--- src/rtl/operand_router_pipe.sv ---
// Selects and optionally inverts three operands per request, queues them in a DEPTH-entry buffer.
// One-cycle push-to-head latency; in_ready depends only on registered occupancy, never on out_ready.
module operand_router_pipe #(
  parameter int W     = 24,
  parameter int DEPTH = 2
) (
  input  logic                       clk,
  input  logic                       rst_n,
  input  logic [W-1:0]               A,
  input  logic [W-1:0]               B,
  input  logic [W-1:0]               RQ,
  input  logic [W-1:0]               RD,
  input  logic [1:0]                 sel_R,
  input  logic [1:0]                 sel_S,
  input  logic [1:0]                 sel_I,
  input  logic                       inv_R,
  input  logic                       inv_S,
  input  logic                       in_valid,
  output logic                       in_ready,
  output logic [W-1:0]               R,
  output logic [W-1:0]               S,
  output logic [W-1:0]               I,
  output logic                       msb_R,
  output logic                       msb_S,
  output logic                       cin_R,
  output logic                       cin_S,
  output logic                       out_valid,
  input  logic                       out_ready,
  output logic [$clog2(DEPTH+1)-1:0] count
);

  localparam int CW = $clog2(DEPTH + 1);
  localparam int PW = $clog2(DEPTH);
  localparam logic [CW-1:0] FULL_CNT = CW'(DEPTH);

  typedef struct packed {
    logic [W-1:0] r;
    logic [W-1:0] s;
    logic [W-1:0] i;
    logic         cin_r;
    logic         cin_s;
  } entry_t;

  typedef enum logic [1:0] {ST_EMPTY, ST_PARTIAL, ST_FULL} occ_e;

  function automatic logic [W-1:0] f_pick(input logic [1:0] sel, input logic [W-1:0] a,
                                          input logic [W-1:0] b, input logic [W-1:0] rq,
                                          input logic [W-1:0] rd);
    case (sel)
      2'b00:   f_pick = a;
      2'b01:   f_pick = b;
      2'b10:   f_pick = rq;
      default: f_pick = rd;
    endcase
  endfunction

  occ_e            r_state;
  occ_e            w_state_nxt;
  logic [CW-1:0]   r_count;
  logic [CW-1:0]   w_count_nxt;
  logic [PW-1:0]   r_wr_ptr;
  logic [PW-1:0]   r_rd_ptr;
  entry_t          r_mem [DEPTH];
  entry_t          w_entry;
  entry_t          w_head;
  logic            w_push;
  logic            w_pop;
  logic [W-1:0]    w_src_r;
  logic [W-1:0]    w_src_s;

  assign in_ready  = (r_state != ST_FULL);
  assign out_valid = (r_state != ST_EMPTY);
  assign count     = r_count;

  assign w_src_r       = f_pick(sel_R, A, B, RQ, RD);
  assign w_src_s       = f_pick(sel_S, A, B, RQ, RD);
  assign w_entry.r     = inv_R ? ~w_src_r : w_src_r;
  assign w_entry.s     = inv_S ? ~w_src_s : w_src_s;
  assign w_entry.i     = f_pick(sel_I, A, B, RQ, RD);
  assign w_entry.cin_r = inv_R;
  assign w_entry.cin_s = inv_S;

  always_comb begin
    w_push      = in_valid && in_ready;
    w_pop       = out_valid && out_ready;
    w_count_nxt = r_count;
    case ({w_push, w_pop})
      2'b10:   w_count_nxt = r_count + CW'(1);
      2'b01:   w_count_nxt = r_count - CW'(1);
      default: w_count_nxt = r_count;
    endcase
    w_state_nxt = ST_PARTIAL;
    if (w_count_nxt == '0)
      w_state_nxt = ST_EMPTY;
    else if (w_count_nxt == FULL_CNT)
      w_state_nxt = ST_FULL;
  end

  always_ff @(posedge clk) begin
    if (!rst_n) begin
      r_state  <= ST_EMPTY;
      r_count  <= '0;
      r_wr_ptr <= '0;
      r_rd_ptr <= '0;
    end else begin
      r_state <= w_state_nxt;
      r_count <= w_count_nxt;
      if (w_push) r_wr_ptr <= r_wr_ptr + PW'(1);
      if (w_pop)  r_rd_ptr <= r_rd_ptr + PW'(1);
    end
  end

  // Storage needs no reset: pointers and occupancy decide what is visible.
  always_ff @(posedge clk) begin
    if (rst_n && w_push) r_mem[r_wr_ptr] <= w_entry;
  end

  assign w_head = out_valid ? r_mem[r_rd_ptr] : '0;
  assign R      = w_head.r;
  assign S      = w_head.s;
  assign I      = w_head.i;
  assign msb_R  = w_head.r[W-1];
  assign msb_S  = w_head.s[W-1];
  assign cin_R  = w_head.cin_r;
  assign cin_S  = w_head.cin_s;

endmodule

--- config.mk ---
export PLATFORM = sky130hd
export DESIGN_NAME = operand_router_pipe
export DESIGN_NICKNAME = d
export VERILOG_FILES = /design/src/rtl/operand_router_pipe.sv
export SDC_FILE = /design/constraint.sdc
export NUM_CORES = 1
export LEC_CHECK = 0
export CORE_MARGIN = 1.5
export CORE_UTILIZATION = 42
export CTS_CLUSTER_DIAMETER = 100
export CTS_CLUSTER_SIZE = 20
export DETAILED_ROUTE_END_ITERATION = 8
export PLACE_DENSITY = 0.75
export SLEW_MARGIN = 5
export SYNTH_ARGS = -nofsm -noshare
export SYNTH_HDL_FRONTEND = slang
export SYNTH_SLANG_ARGS = --single-unit
--- constraint.sdc ---
create_clock -name clk -period 12.3 [get_ports clk]
set_clock_uncertainty 0.1 [all_clocks]
set_input_delay 1.845 -clock clk [delete_from_list [all_inputs] [get_ports clk]]
set_output_delay 1.845 -clock clk [all_outputs]
set_load 0.02 [all_outputs]
==> summary.txt <==
Worst setup path
  • Crit Path Max Fanout: 54
  • Worst EP arrival: 2.92 ns
  • WS Path Type: reg -> out
  • Buf+Inv Stages, Crit Path: 2
  • R2R Setup Slk: 10.09 ns
  • Critical Path RT: 10.35 ns
  • Crit-path slowest cell: buf_4
  • CP max stage delay: 0.79 ns
  • Largest delay contributor family on the critical path: buffers and inverters
  • Setup crit start kind: register
  • Reg2reg path depth: 5
  • Worst-path cell chain: buf_4, mux2i_1, nor2_1, clkdlybuf4s50_1
  • Reg2reg end: r_mem[0][31]
  • CP endpoint kind: output port
  • Reg2reg start: r_state[1]
  • Crit path depth: 4

Logic synthesis
  • Sequential element share of the synthesized area: 56.35%
  • Simple-Gate Fraction of Synth Area: 4.429%
  • Ys Warns: 0
  • Xor and xnor fraction of the mapped netlist area: 5.598%
  • Share of the synthesized area in the top cell type: 54.63%
  • Netlist cell types: 25
  • Adder-cell share of the synthesized area: 0.1538%
  • Synth top area cells: edfxtp_1 55%, mux4_2 18%, mux2i_1 9.1%, xor2_1 5.2%, nor2_1 3.5%
  • Most frequent cell after synthesis: edfxtp_1
  • Cell count after synthesis: 493
  • Largest family of logic cells by synthesized area: multiplexers
  • Most common flop cell mapped by yosys: edfxtp_1
  • Commonest cells in the netlist: 148 x edfxtp_1, 75 x nor2_1, 74 x mux2i_1
  • Number of flops mapped to enable cells by yosys: 148
  • Async SR Flop Fraction: 0%
  • Compound-Gate Fraction of Synth Area: 0.4614%
  • Yosys reg bits: 155
  • Mapped Nets: 602
  • Mux cell area share after synthesis: 29.41%
  • Syn avg cell area: 16.50 sq um
  • Area leader, netlist: edfxtp_1
  • Mapped cell area: 8135 sq um

Clock tree
  • H-tree level count: 4
  • Worst skew pair latency: 0.41 ns
  • Longest Clk Path Bufs: 2
  • CTS tree: yes
  • CTS Buf Count: 17
  • Number of post-CTS setup repair buffers: 0
  • Hold-fix buffers at CTS: 0
  • Post-CTS Resized: 0
  • Clk sinks: 155
  • Clock Pin Slew Worst Setup and Hold Paths: 0.06 ns
  • CTS root buf: clkbuf_16

STA
  • Worst-margin pin slew: 1.058 ns
  • Final Max Tran Viols: 0
  • Setup tns final: 0 ns
  • Final Cycle Share: 39.58%
  • Crit path time final: 4.869 ns
  • # setup viols final: 0
  • Max Clock Freq: 0.2054 GHz
  • RSZ-0062 raised after global routing: no
  • Relative slew slack: 29.43%
  • Final Hold Vio Count: 0

Floorplanning
  • I/O Pins: 188
  • Core area: 18830 sq um
  • DIE HEIGHT: 142.2 um
  • Die width: 142.2 um
  • Initial Utilization: 43.20%
  • Core Rows: 50
  • Die ar.: 20210 sq um

Drt
  • Post-route DRC: 0
  • Routed Antenna Nets: 0
  • DR iter-0 viols: 285
  • Via Count: 5030
  • Final WL: 19030 um
  • DRT Pass-1 Iters: 4
  • Number of vias per cell: 5.374
  • WL per Instance: 20.33 um

Run status
  • Status: finished clean

Pwr
  • Max rail drop VDD: 88.18 uV
  • P_leak: 3.538 nW
  • Power Density: 176.9 nW/um^2
  • Final Power: 1.892 mW

Placed design
  • Final GP Congestion: 0.7766
  • Final HPWL DP: 12770 um
  • # port buffers: 187

Worst hold path
  • Worst Hold Launch: r_wr_ptr
  • Worst hold-check path type: reg -> reg
  • Hold depth: 2
  • Hold endpoint: r_wr_ptr

GRT
  • Pin count of the biggest net entering global routing: 75
  • First-pass GRT wire length: 29240 um
  • Number of global-route vias before repair: 5391
  • GRT Residual Overflow: 0
  • Tot GR Track Use: 19.45%
  • Initial antenna violation count: 0

Final layout
  • Ratio of cells with drive above 1 in the final layout: 15.98%
  • Antenna Cells: 0
  • Fillers: 1490
  • NumNets Final: 772
  • Layout area overhead: 31.44%

Flow run
  • # Max-Cap Violations: 0
worst max-delay path by stage:
stage	end
2_1_floorplan	r_mem[0][0]
3_3_place_gp	S[8]
3_5_place_dp	S[8]
4_1_cts	S[8]
5_1_grt	S[8]
6_report	S[8]
through the flow:
stage	area, sq um	worst slack, ns	hold WS, ns	std cells	util (%)
floorplan	8135	4.267	0.3731	493	-
global placement	10090	7.843	0.4022	904	53.60
detailed placement	10090	7.838	0.4530	904	53.60
CTS	10690	7.370	0.4598	936	56.78
global route	10690	7.249	0.4931	936	56.78
finish	10690	7.431	0.4506	936	56.78
registers in the layout (all words and copies together), names as in the netlist, named ones only:
register	cells
count	2
r_mem	148
r_rd_ptr	1
r_state	2
r_wr_ptr	1
per-layer routing:
layer,share of wire (%),track usage (%),up-vias,wire [um]
met1,42,24.72,2561,7933
met5,0,0,-,0
met2,51,32.81,190,9622
li1,-,-,2254,-
met4,1.8,7.651,0,343
met3,5.9,4.038,25,1128
worst reg2reg max path, stage by stage, from the launching register on:
cell	delay [ns]
dfxtp_1	0.34
nor2b_1	0.16
inv_1	0.09
nand2_1	0.10
nor3b_2	0.18
buf_4	0.77
cell families (layout without fill, tap and decap cells):
family / after synthesis / count (layout)
buffers and inverters: 46 / 229
AOI/OAI and AO/OA: 6 / 6
xor gates and xnor gates: 52 / 52
and+or+nand+nor: 87 / 87
adders and majority gates: 1 / 1
muxes: 146 / 146
DFF: 155 / 155
area by class of cell:
cell class / instances / area, sq um / share of cell area [%]
clock buffer: 18 / 429.2 / 4.014
clock inverter: 14 / 170.2 / 1.591
inverter: 4 / 15.01 / 0.1404
multi-input combinational: 292 / 3273 / 30.61
sequential: 155 / 4588 / 42.91
tap: 260 / 325.3 / 3.042
timing repair buffer: 193 / 1892 / 17.69
power by group:
| part | leakage, nW | switching, mW | internal (mW) |
|---|---|---|---|
| clock network | 0.286 | 0.204 | 0.320 |
| registers | 1.42 | 0.0268 | 0.641 |
| logic | 1.84 | 0.374 | 0.325 |
| total | 3.54 | 0.606 | 1.29 |
layout by cell type (no fill, tap or decap), types with 3 or more instances in the layout:
cell type,instances
inv_6,3
nor2_1,74
mux4_2,64
xor2_1,48
buf_4,6
buf_2,5
and2_1,4
mux4_1,8
dfxtp_1,6
clkdlybuf4s50_1,182
bufinv_16,3
o21ai_0,3
mux2i_1,74
inv_1,4
clkinv_4,3
a21boi_0,3
xnor2_1,4
clkbuf_16,17
edfxtp_1,148
Note: power is estimated with default switching activity, not from simulation.
